$ cat src/rtl/scan_chain_sequencer.sv
// Scan chain sequencer: loads one pattern into a scan chain, pulses capture,
// unloads the response and compares it against an expected word under a mask.
module scan_chain_sequencer #(
  parameter int CHAIN_LEN = 16,
  parameter int CNT_W     = $clog2(CHAIN_LEN + 1)
) (
  input  logic                 CLK,
  input  logic                 RST,
  input  logic                 START,
  input  logic                 ABORT,
  input  logic [CHAIN_LEN-1:0] PAT,
  input  logic [CHAIN_LEN-1:0] EXP,
  input  logic [CHAIN_LEN-1:0] MASK,
  input  logic                 SO,
  output logic                 SE,
  output logic                 SI,
  output logic                 BUSY,
  output logic                 DONE,
  output logic                 PASS,
  output logic [CHAIN_LEN-1:0] RESP
);

  typedef enum logic [2:0] {
    S_IDLE,
    S_LOAD,
    S_CAPTURE,
    S_UNLOAD,
    S_REPORT
  } state_t;

  localparam logic [CNT_W-1:0] LAST_CNT = CNT_W'(CHAIN_LEN - 1);

  state_t                 r_state, w_state_next;
  logic [CNT_W-1:0]       r_cnt, w_cnt_next;
  logic [CHAIN_LEN-1:0]   r_shift, w_shift_next;
  logic [CHAIN_LEN-1:0]   r_exp, w_exp_next;
  logic [CHAIN_LEN-1:0]   r_mask, w_mask_next;
  logic [CHAIN_LEN-1:0]   r_resp, w_resp_next;
  logic                   r_pass, w_pass_next;
  logic                   r_se, w_se_next;
  logic                   r_si, w_si_next;
  logic                   r_done, w_done_next;
  logic                   r_busy, w_busy_next;
  logic [CHAIN_LEN-1:0]   w_resp_sampled;
  logic                   w_pass_calc;

  // Response word with the current unload bit (index = counter) taken from SO.
  genvar gi;
  generate
    for (gi = 0; gi < CHAIN_LEN; gi++) begin : g_resp_bit
      assign w_resp_sampled[gi] = (r_cnt == CNT_W'(gi)) ? SO : r_resp[gi];
    end
  endgenerate

  assign w_pass_calc = &((w_resp_sampled ~^ r_exp) | r_mask);

  always_comb begin
    w_state_next = r_state;
    w_cnt_next   = r_cnt;
    w_shift_next = r_shift;
    w_exp_next   = r_exp;
    w_mask_next  = r_mask;
    w_resp_next  = r_resp;
    w_pass_next  = r_pass;
    w_se_next    = 1'b0;
    w_si_next    = 1'b0;
    w_done_next  = 1'b0;

    case (r_state)
      S_IDLE: begin
        if (START && !ABORT) begin
          w_state_next = S_LOAD;
          w_cnt_next   = LAST_CNT;
          w_shift_next = {PAT[CHAIN_LEN-2:0], 1'b0};
          w_exp_next   = EXP;
          w_mask_next  = MASK;
          w_resp_next  = '0;
          w_pass_next  = 1'b0;
          w_se_next    = 1'b1;
          w_si_next    = PAT[CHAIN_LEN-1];
        end
      end
      S_LOAD: begin
        if (r_cnt == '0) begin
          w_state_next = S_CAPTURE;
        end else begin
          w_cnt_next   = r_cnt - 1'b1;
          w_se_next    = 1'b1;
          w_si_next    = r_shift[CHAIN_LEN-1];
          w_shift_next = {r_shift[CHAIN_LEN-2:0], 1'b0};
        end
      end
      S_CAPTURE: begin
        w_state_next = S_UNLOAD;
        w_cnt_next   = LAST_CNT;
        w_se_next    = 1'b1;
      end
      S_UNLOAD: begin
        w_resp_next = w_resp_sampled;
        if (r_cnt == '0) begin
          w_state_next = S_REPORT;
          w_done_next  = 1'b1;
          w_pass_next  = w_pass_calc;
        end else begin
          w_cnt_next = r_cnt - 1'b1;
          w_se_next  = 1'b1;
        end
      end
      S_REPORT: begin
        w_state_next = S_IDLE;
      end
      default: begin
        w_state_next = S_IDLE;
      end
    endcase

    // Abort drops the run where it stands; partial response bits are kept.
    if (ABORT && r_state != S_IDLE) begin
      w_state_next = S_IDLE;
      w_cnt_next   = '0;
      w_resp_next  = r_resp;
      w_pass_next  = r_pass;
      w_se_next    = 1'b0;
      w_si_next    = 1'b0;
      w_done_next  = 1'b0;
    end

    w_busy_next = (w_state_next != S_IDLE);
  end

  always_ff @(posedge CLK) begin
    if (RST) begin
      r_state <= S_IDLE;
      r_cnt   <= '0;
      r_shift <= '0;
      r_exp   <= '0;
      r_mask  <= '0;
      r_resp  <= '0;
      r_pass  <= 1'b0;
      r_se    <= 1'b0;
      r_si    <= 1'b0;
      r_done  <= 1'b0;
      r_busy  <= 1'b0;
    end else begin
      r_state <= w_state_next;
      r_cnt   <= w_cnt_next;
      r_shift <= w_shift_next;
      r_exp   <= w_exp_next;
      r_mask  <= w_mask_next;
      r_resp  <= w_resp_next;
      r_pass  <= w_pass_next;
      r_se    <= w_se_next;
      r_si    <= w_si_next;
      r_done  <= w_done_next;
      r_busy  <= w_busy_next;
    end
  end

  assign SE   = r_se;
  assign SI   = r_si;
  assign BUSY = r_busy;
  assign DONE = r_done;
  assign PASS = r_pass;
  assign RESP = r_resp;

endmodule

$ cat config.mk
export PLATFORM = sky130hd
export DESIGN_NAME = scan_chain_sequencer
export DESIGN_NICKNAME = d
export VERILOG_FILES = /design/src/rtl/scan_chain_sequencer.sv
export SDC_FILE = /design/constraint.sdc
export NUM_CORES = 1
export LEC_CHECK = 0
export ABC_AREA = 1
export CAP_MARGIN = 15
export CORE_MARGIN = 2
export CORE_UTILIZATION = 30
export DETAILED_ROUTE_END_ITERATION = 6
export GPL_TIMING_DRIVEN = 0
export PLACE_DENSITY = 0.51
export REMOVE_ABC_BUFFERS = 1
export SLEW_MARGIN = 20
export SYNTH_ARGS = -nofsm -noshare
export SYNTH_HDL_FRONTEND = slang
export SYNTH_SLANG_ARGS = --single-unit
$ cat constraint.sdc
create_clock -name CLK -period 1.85 [get_ports CLK]
set_input_delay 0.2775 -clock CLK [delete_from_list [all_inputs] [get_ports CLK]]
set_output_delay 0.2775 -clock CLK [all_outputs]
set_load 0.01 [all_outputs]
==> results.tsv, run 1 <==
metric	value	unit
status	completed	
powerDensity	1380	nW/um^2
grt-ovfl-total	0	
finalWirelength	10200	um
synth_top_area_share	0.416	
grt_pass1_wl	16000	um
critPathMaxFanout	5	
slew_viol_final	0	
placed_area	4480	um^2
clk_pin_slew	60	ps
post-route-drc-count	0	
num_rows	40	
antenna_cells	0	
cp_top_family	simple AND/OR/NAND/NOR gates	
dp.cells	726	
clk_latency	330	ps
critical_path_class	register to register	
cap_viol_max_count	0	
r2r_start	r_cnt[0]$_SDFFE_PP0P_	
cts_tree	yes	
vias	3677	
cts.path.max_buffers	2	
syn-mean-instance-area	6.94	um^2
hp-class	register to register	
max_freq	553	MHz
cts.hold.buffers_added	0	
yosysWarnings	0	
period_minus_slack	1810	ps
io_buffers	73	
drive_gt1_frac	0.202	
grt_max_degree	63	
hold_path_end	r_mask[0]$_SDFFE_PP0P_	
ir_drop	0.642	mV
post_drt_wl_per_cell	13.3	um
path_common_cell	nand2_1	
r2r-end	PASS$_SDFFE_PP0P_	
cts-root-buf	clkbuf_16	
dieHeight	114	um
viasPerCell	4.81	
finalSetupViolCount	0	
critPathArrivalTime	2070	ps
initial_utilization	0.306	
seq_area_frac_synth	0.416	
drt-initial-drc-count	178	
core_area	12000	um^2
area_growth	43.8	%
path_cells	inv_4, ha_4, inv_2, nor2_4, buf_6, nand2_2, o21ai_2, nand2_1, nand3_1, nand2_1, nor2_2, nand3_2, a21oi_2	
rsz0062_at_grt	true	
hold_viol	0	
routabilityCongestion	0.799	
critPathSlowestCell	dfxtp_4	
netlist_instances	527	
globalRouteTotalUtil	0.154	
ys_top_cells_by_area	dfxtp_1 (42%), nand2_1 (11%), o21ai_0 (7.5%)	
nets	671	
critical_path_buf_inv_count	3	
dp_hpwl	6600	um
reg2reg_depth	13	
final_area	5260	um^2
synth_seq_cells	76	
start_kind	register	
switching_share	0.405	
synth_top_cell_by_area	dfxtp_1	
synth_area	3650	um^2
clkPwrFrac	0.222	
stdcell_count	765	
io-pin-count	74	
clock-sinks	76	
first_pass_iters	4	
crit_required	2110	ps
hold_depth	2	
h-tree-depth	3	
yosys.cell_types.count	31	
period_share	0.978	
ant_nets	0	
die-area	13100	um^2
cp_slowest_stage_delay	370	ps
power.switching	0.00294	W
clock_skew	7.00	ps
tightest_slew	793	ps
grt_pass1_vias	3321	
seqPwrFrac	0.320	
combPwrFrac	0.458	
hp-start	r_mask[0]$_SDFFE_PP0P_	
die_w	114	um
crit_path_end_kind	register	
antenna_found_initial	0	
p_int	0.00431	W
slew_headroom	0.471	
numCtsBuffers	9	
r2r_slack	40	ps
leakage	2.07	nW
flip-flops by register name (all words and copies together) (netlist names):
register  count
BUSY          1
DONE          1
PASS          1
RESP         16
SE            1
SI            1
r_cnt         5
r_exp        16
r_mask       16
r_shift      15
r_state       3
metal layers:
metal | vias to the layer above | routed length, um | track usage
li1 | 1921 | - | -
met1 | 1672 | 4660 | 0.195
met2 | 75 | 4860 | 0.256
met3 | 9 | 516 | 0.0386
met4 | 0 | 115 | 0.0537
met5 | - | 0 | 0
cell usage after synthesis (all sizes together):
cell,instances
a31oi,19
nand3,52
ha,5
a221oi,1
nor3,3
nor4,2
nor2,34
nand2,115
nand3b,2
o211ai,5
xor2,1
dfxtp,76
a211oi,7
clkinv,2
inv,73
o21ai,65
buf,4
nand4,1
clkbuf,17
a21oi,43
metrics by stage:
stage               setup WS, ps  utilization  hold WS [ps]  power, W  TNS, ps
CTS                        -14.8        0.408           458   0.00666    -14.8
detailed placement          -799        0.374           450   0.00479   -41070
global placement           -1030        0.374           448   0.00475   -59500
finish                      40.3        0.439           452   0.00725        0
global route               -76.1        0.439           478   0.00778    -80.6
floorplan                   17.7            -           347   0.00391        0
layout by cell type, fill, tap and decap left out, types with 2 or more instances in the layout:
cell / Yosys / layout
o21ai_0: 55 / 55
clkinv_4: 0 / 3
a31oi_1: 19 / 19
nand2_4: 1 / 3
nand3_1: 50 / 38
o21ai_1: 10 / 4
clkdlybuf4s50_1: 0 / 71
clkinv_2: 0 / 3
clkinvlp_4: 0 / 3
nor2_1: 29 / 21
o211ai_1: 5 / 5
dfxtp_4: 0 / 2
o21ai_2: 0 / 5
inv_4: 1 / 6
dfxtp_1: 76 / 71
a21oi_1: 42 / 41
nand3_4: 0 / 2
nand2_1: 111 / 91
dfxtp_2: 0 / 3
ha_1: 5 / 3
nand2_2: 3 / 21
buf_6: 1 / 4
nand3_2: 2 / 12
clkbuf_16: 0 / 9
inv_1: 66 / 57
nor4_1: 2 / 2
nor2_2: 3 / 2
inv_2: 6 / 9
a211oi_1: 7 / 7
buf_4: 0 / 18
ha_4: 0 / 2
nor2_4: 2 / 11
nand3b_1: 2 / 2
cells by family (layout without fill, tap and decap cells):
group | count (synthesis) | after routing | synth area share
buffers and inverters | 96 | 187 | 0.102
adder cells (fa/ha/maj) | 5 | 5 | 0.0171
AO/OA/AOI/OAI | 140 | 140 | 0.208
flip-flops | 76 | 76 | 0.416
XOR/XNOR | 1 | 1 | 0.00240
AND/OR/NAND/NOR | 209 | 209 | 0.253
cell type report:
cell class | count | area, um^2
timing repair buffer | 96 | 930
fill | 1211 | 6710
clock inverter | 6 | 41.3
clock buffer | 10 | 229
tap | 147 | 184
sequential | 76 | 1530
inverter | 75 | 308
multi-input combinational | 355 | 2030
how the worst max path moves through the flow:
stage / depth (start not counted) / end / from / slack [ps]
after floorplan: 9 / RESP[0]$_SDFFE_PP0P_ / r_state[0]$_SDFF_PP0_ / 20
after global placement: 4 / r_mask[12]$_SDFFE_PP0P_ / RST / -1030
after detailed placement: 11 / PASS$_SDFFE_PP0P_ / SO / -800
after CTS: 14 / PASS$_SDFFE_PP0P_ / r_cnt[0]$_SDFFE_PP0P_ / -10
after global routing: 13 / PASS$_SDFFE_PP0P_ / r_cnt[0]$_SDFFE_PP0P_ / -80
final: 13 / PASS$_SDFFE_PP0P_ / r_cnt[0]$_SDFFE_PP0P_ / 40
power groups by stage:
stage | Clock (W) | Sequential, W | Combinational, W
global route | 0.00173 | 0.00237 | 0.00368
global placement | 0 | 0.00229 | 0.00246
floorplan | 0 | 0.00230 | 0.00161
detailed placement | 0 | 0.00230 | 0.00250
CTS | 0.00166 | 0.00228 | 0.00271
finish | 0.00161 | 0.00232 | 0.00332
tightest hold or removal path, cell delays in order (launching register included):
cell and delay (ps):
dfxtp_1 300, inv_1 60, a21oi_1 50
timing repair:
item,in CTS,in global routing
buffers inserted,7,16
setup endpoints to repair,72,52
resized for setup,26,73
hold endpoints to repair,0,0
pin swaps,2,28
Power figures use the tool's default switching activity.
==> inputs of run 2 (changes only) <==
--- a/config.mk
+++ b/config.mk
@@ -13,6 +13,7 @@
 export GPL_TIMING_DRIVEN = 0
 export PLACE_DENSITY = 0.51
 export REMOVE_ABC_BUFFERS = 1
+export SKIP_LAST_GASP = 1
 export SLEW_MARGIN = 20
 export SYNTH_ARGS = -nofsm -noshare
 export SYNTH_HDL_FRONTEND = slang
==> results.tsv, run 2 (synthesis results as in run 1) <==
metric	value	unit	change
critical_path_class	register to register		unchanged
fill_cells	1228		was 1211
critical_path_buf_inv_count	4		was 3
path_common_cell	nand2_1		unchanged
io_buffers	73		unchanged
critPathArrivalTime	2080	ps	was 2070 ps
worstSetupEndpoint	PASS$_SDFFE_PP0P_		unchanged
period_share	0.987		was 0.978
cts.path.max_buffers	2		unchanged
hold_viol	0		unchanged
most-common-layout-cells	nand2_1 (105), dfxtp_1 (74), clkdlybuf4s50_1 (71)		was nand2_1 (91), dfxtp_1 (71), clkdlybuf4s50_1 (71)
cts-root-buf	clkbuf_16		unchanged
hp-class	register to register		unchanged
initial_utilization	0.306		unchanged
area_growth	39.0	%	was 43.8%
r2r_start	r_cnt[0]$_SDFFE_PP0P_		unchanged
dp_hpwl	6600	um	unchanged
reg2reg_depth	15		was 13
final_common_cell	nand2_1		unchanged
dieHeight	114	um	unchanged
cp.depth	15		was 13
slew_viol_final	0		unchanged
numCtsBuffers	9		unchanged
period_minus_slack	1830	ps	was 1810 ps
leakage	2.03	nW	was 2.07 nW
r2r-end	PASS$_SDFFE_PP0P_		unchanged
status	completed		unchanged
critPathSlowestCell	dfxtp_4		unchanged
stdcell_count	760		was 765
slew_headroom	0.466		was 0.471
r2r_slack	20	ps	was 40 ps
antenna_found_initial	0		unchanged
hp-start	r_mask[0]$_SDFFE_PP0P_		unchanged
drt-initial-drc-count	183		was 178
rsz0062_at_grt	true		unchanged
max_freq	548	MHz	was 553 MHz
tightest_slew	800	ps	was 793 ps
finalWirelength	9920	um	was 10200 um
io-pin-count	74		unchanged
vias	3675		was 3677
cts_tree	yes		unchanged
globalRouteTotalUtil	0.154		about the same
antenna_cells	0		unchanged
multiInputGateArea	1910	um^2	was 2030 um^2
cp_slowest_stage_delay	370	ps	about the same
grt_pass1_vias	3298		was 3321
fin_tns_setup	0	ps	unchanged
num_rows	40		unchanged
start_kind	register		unchanged
grt_max_degree	63		unchanged
clock_skew	6.73	ps	was 7.00 ps
die-area	13100	um^2	unchanged
crit_start	r_cnt[0]$_SDFFE_PP0P_		unchanged
nets	666		was 671
clk_latency	330	ps	about the same
h-tree-depth	3		unchanged
path_cells	inv_4, ha_4, inv_2, nor2_4, buf_6, nand2_1, nand2_1, nand3_1, nand3_1, nand2_1, inv_1, nand2_1, nor2_2, nand3_2, a21oi_2		was inv_4, ha_4, inv_2, nor2_4, buf_6, nand2_2, o21ai_2, nand2_1, nand3_1, nand2_1, nor2_2, nand3_2, a21oi_2
grt_pass1_wl	15900	um	was 16000 um
post-route-drc-count	0		unchanged
crit_path_end_kind	register		unchanged
ant_nets	0		unchanged
ir_drop	0.682	mV	was 0.642 mV
clock-sinks	76		unchanged
p_total	0.00705	W	was 0.00725 W
finalSetupViolCount	0		unchanged
regArea	1530	um^2	about the same
core_area	12000	um^2	unchanged
cts.hold.buffers_added	0		unchanged
crit_required	2110	ps	about the same
cap_viol_max_count	0		unchanged
first_pass_iters	5		was 4
dp.cells	726		unchanged
routabilityCongestion	0.799		unchanged
drive_gt1_frac	0.142		was 0.202
clk_pin_slew	60	ps	about the same
die_w	114	um	unchanged
post_drt_wl_per_cell	13.1	um	was 13.3 um
cp_top_family	simple AND/OR/NAND/NOR gates		unchanged
viasPerCell	4.84		was 4.81
grt-ovfl-total	0		unchanged
critPathMaxFanout	6		was 5
powerDensity	1390	nW/um^2	was 1380 nW/um^2
==> run 2: cell count changes in the layout (fill, tap and decap cells not counted), sizes merged <==
cell | before | now
clkinv | 6 | 7
buf | 23 | 18
inv | 72 | 73
clkdlybuf4s18 | 1 | 0
clkinvlp | 3 | 1
clkdlybuf4s15 | 0 | 1
==> run 2: worst reg2reg max path, stage by stage, from the launching register on <==
cell	delay (ps)
dfxtp_4	370
inv_4	70
ha_4	130
inv_2	40
nor2_4	230
buf_6	140
nand2_1	50
nand2_1	90
nand3_1	70
nand3_1	80
nand2_1	60
inv_1	50
nand2_1	60
nor2_2	110
nand3_2	70
a21oi_2	130
==> run 2: metal layers <==
layer  vias up  wire length, um  global-route usage
met2        79             4660               0.256
met3        13              524              0.0386
met5         -                0                   0
li1       1910                -                   -
met1      1673             4590               0.194
met4         0              140              0.0528
==> run 2: power by group <==
| part | internal (W) | switching, W |
|---|---|---|
| clock network | 0.000908 | 0.000705 |
| registers | 0.00202 | 0.000279 |
| logic | 0.00130 | 0.00183 |
| total | 0.00424 | 0.00281 |
==> run 2: repair_timing <==
action | in CTS | in global routing
setup buffers | 7 | 11
gates cloned | 0 | 0
pin swaps | 2 | 15
setup endpoints to repair | 72 | 52
gates resized for setup | 21 | 37
==> run 2: metrics by stage <==
stage          setup WS [ps]   util  instance area (um^2)  hold WS (ps)
3_5_place_dp            -799  0.374                  4480           450
6_report                23.8  0.425                  5080           457
3_3_place_gp           -1030  0.374                  4480           448
2_1_floorplan           17.7      -                  3560           347
5_1_grt                 -123  0.425                  5080           478
4_1_cts                -63.8  0.406                  4860           458
==> run 2: final cells by class <==
class,count,area share
Sequential cell,76,0.300
Clock buffer,10,0.0451
Multi-Input combinational cell,355,0.376
Clock inverter,6,0.00813
Timing Repair Buffer,91,0.175
Inverter,75,0.0586
Tap cell,147,0.0362
==> run 2: worst min-delay path by stage <==
| stage | endpoint | slack (ps) | cells after the start |
|---|---|---|---|
| 5_1_grt | r_mask[7]$_SDFFE_PP0P_ | 480 | 2 |
| 6_report | r_mask[0]$_SDFFE_PP0P_ | 460 | 2 |
| 3_3_place_gp | r_mask[0]$_SDFFE_PP0P_ | 450 | 2 |
| 3_5_place_dp | r_mask[0]$_SDFFE_PP0P_ | 450 | 2 |
| 2_1_floorplan | PASS$_SDFFE_PP0P_ | 350 | 1 |
| 4_1_cts | r_mask[0]$_SDFFE_PP0P_ | 460 | 2 |
